<file path="src/rtl/miner_ctrl_if.sv">
// Job-offer bus between a work scheduler (master) and miner_ctrl (slave):
// one header/target/nonce-range job moves across when cfg_valid && cfg_ready.
interface miner_ctrl_if;
    logic         cfg_valid;
    logic         cfg_ready;
    logic [639:0] cfg_header;
    logic [255:0] cfg_target;
    logic [31:0]  cfg_nonce_start;
    logic [31:0]  cfg_nonce_end;

    modport master (
        output cfg_valid,
        output cfg_header,
        output cfg_target,
        output cfg_nonce_start,
        output cfg_nonce_end,
        input  cfg_ready
    );

    modport slave (
        input  cfg_valid,
        input  cfg_header,
        input  cfg_target,
        input  cfg_nonce_start,
        input  cfg_nonce_end,
        output cfg_ready
    );
endinterface

</file>
<file path="src/rtl/miner_ctrl.sv">
// Nonce-sweep controller driving one double-SHA256 core: reset, start, wait, compare.
// Optional watchdog on the core's done signal is enabled with `define MINER_WDOG_EN.
module miner_ctrl #(
    parameter int unsigned WDOG_CYCLES = 32'd1023
) (
    input  logic         clk,
    input  logic         rst_n,
    miner_ctrl_if.slave  cfg,
    input  logic         abort,
    output logic         core_rst_n,
    output logic         core_start,
    output logic [639:0] core_block,
    input  logic [255:0] core_hash,
    input  logic         core_done,
    output logic         busy,
    output logic         found,
    output logic [31:0]  found_nonce,
    output logic         exhausted,
    output logic         wdog_err
);

    localparam logic [2:0] ST_IDLE  = 3'd0;
    localparam logic [2:0] ST_CRST  = 3'd1;
    localparam logic [2:0] ST_START = 3'd2;
    localparam logic [2:0] ST_WAIT  = 3'd3;
    localparam logic [2:0] ST_CHECK = 3'd4;

    // The nonce travels little-endian inside the header's last word.
    function automatic logic [31:0] bswap32(input logic [31:0] v);
        bswap32 = {v[7:0], v[15:8], v[23:16], v[31:24]};
    endfunction

    function automatic logic [255:0] brev256(input logic [255:0] v);
        logic [255:0] r;
        r = 256'd0;
        for (int i = 0; i < 32; i++) begin
            r[8*i +: 8] = v[255-8*i -: 8];
        end
        return r;
    endfunction

    logic [2:0]   state_q, state_d;
    logic [31:0]  nonce_q, nonce_d;
    logic [31:0]  end_q, end_d;
    logic [255:0] target_q, target_d;
    logic [255:0] hash_q, hash_d;
    logic [639:0] block_q, block_d;
    logic         found_q, found_d;
    logic [31:0]  found_nonce_q, found_nonce_d;
    logic         exhausted_q, exhausted_d;
    logic         core_rst_n_q, core_rst_n_d;
    logic         core_start_q, core_start_d;
    logic         busy_q, busy_d;
    logic         cfg_ready_q, cfg_ready_d;
    logic         hit_s;
    logic         last_s;
    logic         unused_hdr_s;
`ifdef MINER_WDOG_EN
    logic [31:0]  wdog_cnt_q, wdog_cnt_d;
    logic         wdog_err_q, wdog_err_d;
`endif

    // Header bits [31:0] are always replaced by the swept nonce.
    assign unused_hdr_s = ^cfg.cfg_header[31:0];

    assign hit_s  = (brev256(hash_q) <= target_q);
    assign last_s = (nonce_q == end_q);

    // Next-state, job bookkeeping and registered-output decode.
    always_comb begin
        state_d       = state_q;
        nonce_d       = nonce_q;
        end_d         = end_q;
        target_d      = target_q;
        hash_d        = hash_q;
        block_d       = block_q;
        found_d       = found_q;
        found_nonce_d = found_nonce_q;
        exhausted_d   = exhausted_q;
`ifdef MINER_WDOG_EN
        wdog_cnt_d    = wdog_cnt_q;
        wdog_err_d    = wdog_err_q;
`endif

        case (state_q)
            ST_IDLE: begin
                if (cfg.cfg_valid && !abort) begin
                    target_d    = cfg.cfg_target;
                    end_d       = cfg.cfg_nonce_end;
                    nonce_d     = cfg.cfg_nonce_start;
                    found_d     = 1'b0;
                    exhausted_d = 1'b0;
`ifdef MINER_WDOG_EN
                    wdog_err_d  = 1'b0;
`endif
                    if (cfg.cfg_nonce_start > cfg.cfg_nonce_end) begin
                        exhausted_d = 1'b1;
                        state_d     = ST_IDLE;
                    end else begin
                        block_d = {cfg.cfg_header[639:32], bswap32(cfg.cfg_nonce_start)};
                        state_d = ST_CRST;
                    end
                end else begin
                    state_d = ST_IDLE;
                end
            end
            ST_CRST: begin
                state_d = ST_START;
            end
            ST_START: begin
`ifdef MINER_WDOG_EN
                wdog_cnt_d = 32'd1;
`endif
                state_d = ST_WAIT;
            end
            ST_WAIT: begin
                if (core_done) begin
                    hash_d  = core_hash;
                    state_d = ST_CHECK;
                end else begin
`ifdef MINER_WDOG_EN
                    // Counter holds cycles elapsed since core_start; trip as it reaches the limit.
                    if (wdog_cnt_q >= (WDOG_CYCLES - 32'd1)) begin
                        wdog_err_d = 1'b1;
                        state_d    = ST_IDLE;
                    end else begin
                        wdog_cnt_d = wdog_cnt_q + 32'd1;
                    end
`else
                    state_d = ST_WAIT;
`endif
                end
            end
            ST_CHECK: begin
                if (hit_s) begin
                    found_d       = 1'b1;
                    found_nonce_d = nonce_q;
                    state_d       = ST_IDLE;
                end else if (last_s) begin
                    exhausted_d = 1'b1;
                    state_d     = ST_IDLE;
                end else begin
                    nonce_d = nonce_q + 32'd1;
                    block_d = {block_q[639:32], bswap32(nonce_q + 32'd1)};
                    state_d = ST_CRST;
                end
            end
            default: begin
                state_d = ST_IDLE;
            end
        endcase

        // Abort wins over any completion decided in the same cycle and reports nothing.
        if (abort && (state_q != ST_IDLE)) begin
            state_d       = ST_IDLE;
            found_d       = found_q;
            found_nonce_d = found_nonce_q;
            exhausted_d   = exhausted_q;
`ifdef MINER_WDOG_EN
            wdog_err_d    = wdog_err_q;
`endif
        end else begin
            state_d = state_d;
        end

        busy_d       = (state_d != ST_IDLE);
        cfg_ready_d  = (state_d == ST_IDLE);
        core_rst_n_d = !((state_d == ST_IDLE) || (state_d == ST_CRST));
        core_start_d = (state_d == ST_START);
    end

    // State and output registers.
    always_ff @(posedge clk or negedge rst_n) begin
        if (!rst_n) begin
            state_q       <= ST_IDLE;
            nonce_q       <= 32'd0;
            end_q         <= 32'd0;
            target_q      <= 256'd0;
            hash_q        <= 256'd0;
            block_q       <= 640'd0;
            found_q       <= 1'b0;
            found_nonce_q <= 32'd0;
            exhausted_q   <= 1'b0;
            core_rst_n_q  <= 1'b0;
            core_start_q  <= 1'b0;
            busy_q        <= 1'b0;
            cfg_ready_q   <= 1'b1;
`ifdef MINER_WDOG_EN
            wdog_cnt_q    <= 32'd0;
            wdog_err_q    <= 1'b0;
`endif
        end else begin
            state_q       <= state_d;
            nonce_q       <= nonce_d;
            end_q         <= end_d;
            target_q      <= target_d;
            hash_q        <= hash_d;
            block_q       <= block_d;
            found_q       <= found_d;
            found_nonce_q <= found_nonce_d;
            exhausted_q   <= exhausted_d;
            core_rst_n_q  <= core_rst_n_d;
            core_start_q  <= core_start_d;
            busy_q        <= busy_d;
            cfg_ready_q   <= cfg_ready_d;
`ifdef MINER_WDOG_EN
            wdog_cnt_q    <= wdog_cnt_d;
            wdog_err_q    <= wdog_err_d;
`endif
        end
    end

    assign cfg.cfg_ready = cfg_ready_q;
    assign core_rst_n    = core_rst_n_q;
    assign core_start    = core_start_q;
    assign core_block    = block_q;
    assign busy          = busy_q;
    assign found         = found_q;
    assign found_nonce   = found_nonce_q;
    assign exhausted     = exhausted_q;
`ifdef MINER_WDOG_EN
    assign wdog_err      = wdog_err_q;
`else
    assign wdog_err      = 1'b0;
`endif

endmodule

</file>
<file path="src/flat_wrapper.sv">
// flat-port wrapper written by rule: the top's interface ports become plain ports
module miner_ctrl_flat 
#(
    parameter int unsigned WDOG_CYCLES = 32'd1023
)
  (clk, rst_n, abort, core_rst_n, core_start, core_block, core_hash, core_done, busy, found, found_nonce, exhausted, wdog_err, cfg_cfg_valid, cfg_cfg_header, cfg_cfg_target, cfg_cfg_nonce_start, cfg_cfg_nonce_end, cfg_cfg_ready);
  miner_ctrl_if cfg_i ();
  input  logic clk;
  input  logic rst_n;
  input  logic abort;
  output logic core_rst_n;
  output logic core_start;
  output logic [639:0] core_block;
  input  logic [255:0] core_hash;
  input  logic core_done;
  output logic busy;
  output logic found;
  output logic [31:0] found_nonce;
  output logic exhausted;
  output logic wdog_err;
  input wire logic [$bits(cfg_i.cfg_valid)-1:0] cfg_cfg_valid;
  input wire logic [$bits(cfg_i.cfg_header)-1:0] cfg_cfg_header;
  input wire logic [$bits(cfg_i.cfg_target)-1:0] cfg_cfg_target;
  input wire logic [$bits(cfg_i.cfg_nonce_start)-1:0] cfg_cfg_nonce_start;
  input wire logic [$bits(cfg_i.cfg_nonce_end)-1:0] cfg_cfg_nonce_end;
  output wire logic [$bits(cfg_i.cfg_ready)-1:0] cfg_cfg_ready;
  assign cfg_i.cfg_valid = cfg_cfg_valid;
  assign cfg_i.cfg_header = cfg_cfg_header;
  assign cfg_i.cfg_target = cfg_cfg_target;
  assign cfg_i.cfg_nonce_start = cfg_cfg_nonce_start;
  assign cfg_i.cfg_nonce_end = cfg_cfg_nonce_end;
  assign cfg_cfg_ready = cfg_i.cfg_ready;
  miner_ctrl #(.WDOG_CYCLES(WDOG_CYCLES)) u_core (.clk(clk), .rst_n(rst_n), .cfg(cfg_i), .abort(abort), .core_rst_n(core_rst_n), .core_start(core_start), .core_block(core_block), .core_hash(core_hash), .core_done(core_done), .busy(busy), .found(found), .found_nonce(found_nonce), .exhausted(exhausted), .wdog_err(wdog_err));
endmodule
</file>
<file path="config.mk">
export PLATFORM = sky130hd
export DESIGN_NAME = miner_ctrl_flat
export DESIGN_NICKNAME = d
export VERILOG_FILES = /design/src/rtl/miner_ctrl_if.sv /design/src/rtl/miner_ctrl.sv /design/src/flat_wrapper.sv
export SDC_FILE = /design/constraint.sdc
export NUM_CORES = 2
export LEC_CHECK = 0
export BUFFER_PORTS_ARGS = -buffer_cell sky130_fd_sc_hd__buf_4
export CAP_MARGIN = 15
export CORE_AREA = 2 2 732 734
export DETAILED_ROUTE_END_ITERATION = 10
export DIE_AREA = 0 0 734 736
export GPL_ROUTABILITY_DRIVEN = 0
export GPL_TIMING_DRIVEN = 0
export SYNTH_ARGS = -nofsm -noshare
export SYNTH_HDL_FRONTEND = slang
export SYNTH_SLANG_ARGS = --single-unit
</file>
<file path="constraint.sdc">
create_clock -name clk -period 4.9 [get_ports clk]
set_input_delay 0.98 -clock clk [delete_from_list [all_inputs] [get_ports clk]]
set_output_delay 0.98 -clock clk [all_outputs]
set_load 0.02 [all_outputs]
</file>
Word-level counts from Yosys, hierarchy flattened:

Cells that the tools add are included.

* output and inout bits: 679
* register bits after elaboration: 1257

* add/subtract/negate cells: 1
* equality and inequality tests: 13
* mux-type cells: 24
* bitwise operators: 3
* magnitude comparators: 2
* reduce and logical (&&, ||, !) cells: 18

Operators with widths (count)
* $mux W640: 3
* $pmux W640 S2: 1
* $le A256 B256 Y1: 1
* $mux W32: 4
* $pmux W32 S2: 1
* $add A32 B1 Y32 const B: 1
* $eq A32 B32 Y1: 1
* $gt A32 B32 Y1: 1
* $pmux W3 S5: 1
* $reduce_and A4 Y1: 3
* $reduce_and A5 Y1: 2
* $eq A3 B2 Y1 const B: 3
* $mux W1: 9
* $mux W3: 3
* $eq A3 B1 Y1 const B: 2
* $logic_not A3 Y1: 2
* $ne A2 B1 Y1 const B: 3
* $ne A2 B2 Y1 const B: 3
* $reduce_bool A3 Y1: 2
* $pmux W1 S2: 2
* $reduce_and A2 Y1: 2
* $eq A3 B3 Y1 const B: 1
* $not A1 Y1: 3
* $reduce_and A3 Y1: 1
* other kinds (4): 6

Depth between registers and ports, before layout:

* word-level depth: 8
* depth in mapped cells: 12
* mapped depth without buffers: 11

Worst setup path before layout:

No wires, ideal clock.

* path type: input -> register
* start point: input cfg_cfg_nonce_end[23]
* end point: register u_core.block_q[137] (netlist: u_core.core_block[137])
* setup slack: 1.306 ns
* setup time: 0.125 ns
* arrival: 3.469 ns
* stages on the path: 12
* cell sequence: inv_1 ha_1 nand4_1 nor2_1 and4_1 o2111ai_1 a41oi_1 nor3_1 o21ai_1 clkbuf_1 clkbuf_1 mux2_2

* word-level cells in the longest chain between the ends: 3

RTL lines
* start, declared: RTL line flat_wrapper.sv:25 `input wire logic [$bits(cfg_i.cfg_nonce_end)-1:0] cfg_cfg_nonce_end;`
* $gt A32 B32 Y1: RTL line miner_ctrl.sv:96 `if (cfg.cfg_nonce_start > cfg.cfg_nonce_end) begin`
* $not A1 Y1 (no line)
* $reduce_and A4 Y1 (no line)
* end signal, assigned: RTL line miner_ctrl.sv:198 `block_q <= block_d;`
* end, declared: RTL line miner_ctrl.sv:47 `logic [639:0] block_q, block_d;`

Every way passes these cells.
A chain may end at the register's enable or synchronous reset.

Final worst setup path:

* start point: register u_core.hash_q[197]
* end point: register u_core.nonce_q[3]

* word-level cells in the longest chain between the ends: 3

RTL lines
* start, declared: RTL line miner_ctrl.sv:46 `logic [255:0] hash_q, hash_d;`
* start signal, assigned: RTL line miner_ctrl.sv:197 `hash_q <= hash_d;`
* $le A256 B256 Y1: RTL line miner_ctrl.sv:66 `assign hit_s = (brev256(hash_q) <= target_q);`
* $ne A2 B2 Y1 (no line)
* $reduce_and A4 Y1 (no line)
* end signal, assigned: RTL line miner_ctrl.sv:194 `nonce_q <= nonce_d;`
* end, declared: RTL line miner_ctrl.sv:43 `logic [31:0] nonce_q, nonce_d;`

Every way passes these cells.

==> reports/results.txt <==
Ports: 1900
fmax: 213 MHz
vias in the first global route: 45185
synth-to-layout area growth: 53.6%
post-route ant nets: 0
length of the first detailed-routing pass in iterations: 7
Worst Clk Skew: 93.2 ps
Detail Placement HPWL: 411 mm
P_leak: 38.0 nW
number of synthesized flops with an enable pin: 0
worst endpoint required time: 5600 ps
clock share of power: 0.286
final period utilization: 0.957
dpl cells: 13188
Mapped Area: 0.0545 sq mm
Initial Utilization: 0.102
post-synthesis async set-or-reset flop share: 1.00
outcome: complete, no violations
RSZ-0062 raised after global routing: no
Syn Inst Count: 4279
Arr. time, crit path: 5390 ps
Slew @ Worst Pin: 1240 ps
antenna violations before repair: 331
die width: 734 um
P_sw: 17.7 mW
Sink Count: 1257
Seq cells post-synth: 1257
Reg2Reg Setup Slack: 210 ps
Net Count, Synth: 5789
Sw Ratio: 0.403
wirelength, routed: 461 mm
final hold slack: 259 ps
total power: 43.9 mW
first-pass GRT wire length: 554 mm
Reg2Reg Capture Point: u_core.nonce_q[3]
die area: 0.540 sq mm
final worst path period need: 4690 ps
vias per cell: 3.33
grt met2 use: 0.240
wire per inst: 33.9 um
CTS tree: built
Hold Path Sink: u_core.target_q[0]
max cap viols: 0
CP Capture Type: register
CP Max Fanout: 10
CTS clock-pin slew for the worst setup and hold paths: 60 ps
overall die height: 736 um
Max clock buf depth: 4
Hold Path Cell Cnt: 3
total of warnings raised by yosys: 0
WS Path Type: register to register
most frequent cells in the layout: buf_4 (1869), dfrtp_1 (1255), mux2_2 (946)
VDD IR max: 0.322 mV
Combinational Power Share: 0.373
Clk Latency, worst-skew pair: 920 ps
largest net degree at the start of global routing: 166
core area: 0.532 sq mm
most common cell after layout, fill and taps aside: buf_4
Overflow after GRT: 0
sequential share of power: 0.341
drt first-iter violations: 3166
R2R Path Start: u_core.hash_q[197]
busiest grt layer: met2
finished layout cell area: 0.0837 sq mm
met3 Usage GRT: 0.113
Final Non-Filler Cells: 13605
Cell Area, Placed: 0.0778 sq mm
Power Dens Cells: 525 mW/mm^2
fin nets: 7847
GRT Overall Usage: 0.164
DR vias: 45367
IO Port Bufs: 1866
Slew Viols, Final: 0
hold path startpoint: cfg_cfg_target[0]
top_reg_cell synth: dfrtp_1
Pint: 26.2 mW
Syn Area/Cell: 12.7 sq um
crit path launch type: register
Hold/Removal Path Class: primary input to register
# setup viols final: 0
Rows: 268
drt drc: 0
Yosys cell types: 74
layout cells sized above 1: 0.492
clock root buffer: clkbuf_16
met1 Use GR: 0.165
reg2reg path depth: 11
clock buffer count from CTS: 162
Hold Fails Final Rpt: 0
sequential cell area fraction in the yosys report: 0.577
Max H-tree Level: 4
worst relative slew slack: 0.174
[power groups by stage]
stage	logic [mW]	clock network [mW]	registers, mW
2_1_floorplan	4.46	0	16.7
3_3_place_gp	16.5	0	15.0
3_5_place_dp	16.7	0	15.1
4_1_cts	16.8	13.0	15.0
5_1_grt	17.6	13.3	15.3
6_report	16.4	12.6	15.0
[cells in the mapped netlist, types with 4 or more instances]
cell,number,area share
a211oi_1,14,0.0019
a21o_1,25,0.0034
a21oi_1,111,0.010
a221oi_1,7,0.0011
a31o_2,4,0.00064
and2_1,5,0.00057
and3_1,11,0.0013
and4_1,8,0.0013
buf_1,5,0.00034
buf_2,49,0.0045
clkbuf_1,136,0.0094
dfrtp_1,1256,0.58
ha_1,289,0.066
inv_1,302,0.021
mux2_2,946,0.20
nand2_1,403,0.028
nand2b_1,4,0.00046
nand3_1,45,0.0041
nand4_1,71,0.0082
nor2_1,31,0.0021
nor2b_1,4,0.00046
nor3_1,21,0.0019
nor4_1,19,0.0022
o211ai_1,11,0.0015
o21a_1,4,0.00055
o21ai_0,356,0.033
o221ai_1,4,0.00064
o311ai_0,7,0.0011
or4_1,5,0.00069
xnor2_1,9,0.0014
xor2_1,52,0.0084
[worst max-delay path, stage by stage (launching register included)]
cell,delay (ps)
dfrtp_1,390
ha_1,310
nand4_1,120
or2_1,280
or4_1,620
nor4b_4,710
and4_1,720
a22o_1,350
clkbuf_2,290
or2_2,150
clkbuf_1,350
o211ai_1,150
[sequential cells by signal, indices dropped and copies added, names as in the netlist]
signal                cells
u_core.busy               1
u_core.cfg.cfg_ready      1
u_core.core_block       640
u_core.core_rst_n         1
u_core.core_start         1
u_core.end_q             32
u_core.exhausted          1
u_core.found              1
u_core.found_nonce       32
u_core.hash_q           256
u_core.nonce_q           32
u_core.state_q            3
u_core.target_q         256
[worst max-delay path by stage]
stage,startpoint,to,slack (ps),depth (start not counted)
finish,u_core.hash_q[197],u_core.nonce_q[3],210,11
global route,u_core.hash_q[126],u_core.nonce_q[9],50,11
CTS,u_core.target_q[190],u_core.found_nonce[19],8,13
detailed placement,abort,u_core.target_q[126],-780,10
global placement,rst_n,u_core.core_block[374],-13900,1
floorplan,cfg_cfg_nonce_end[23],u_core.core_block[137],1310,12
[final cells by class]
class | instances | area (sq um)
repair buffers | 1894 | 14600
clock buffers | 227 | 4610
diodes | 132 | 330
inverters | 302 | 1130
well taps | 7020 | 8780
plain buffers | 195 | 831
clock inverters | 53 | 825
flip-flops and latches | 1257 | 31500
multi-input cells | 2525 | 21100
fillers | 59492 | 448000
[cells by family (layout without fill, tap and decap cells)]
kind of cell,count (synthesis),after routing,synth area share
xor gates and xnor gates,61,61,0.00981
other,1,133,0.0000688
muxes,949,949,0.196
DFF,1257,1257,0.577
and+or+nand+nor,648,648,0.0546
AOI/OAI and AO/OA,577,577,0.0597
adders and majority gates,289,289,0.0664
buffers and inverters,497,2671,0.0359
[routing by layer]
layer	share of wire	vias up
li1	-	19177
met1	0.34	22496
met2	0.42	2553
met3	0.16	997
met4	0.085	144
met5	0.0026	-
[metrics by stage]
| step | setup TNS, ps | utilization | setup WS, ps |
|---|---|---|---|
| final | 0 | 0.157 | 212 |
| after global routing | 0 | 0.157 | 51.4 |
| after floorplan | 0 | - | 1310 |
| after global placement | - | 0.145 | -13900 |
| after detailed placement | -142790 | 0.146 | -780 |
| after CTS | 0 | 0.157 | 7.76 |
[what timing repair did]
item | in CTS | in global routing
buffers inserted | 2 | 1
setup endpoints to repair | 103 | 34
endpoints found under the hold margin | 69 | 0
pin swaps | 2 | 1
hold buffers | 1 | 0
gates resized for setup | 3 | 2
(Power assumes the default switching activity.)
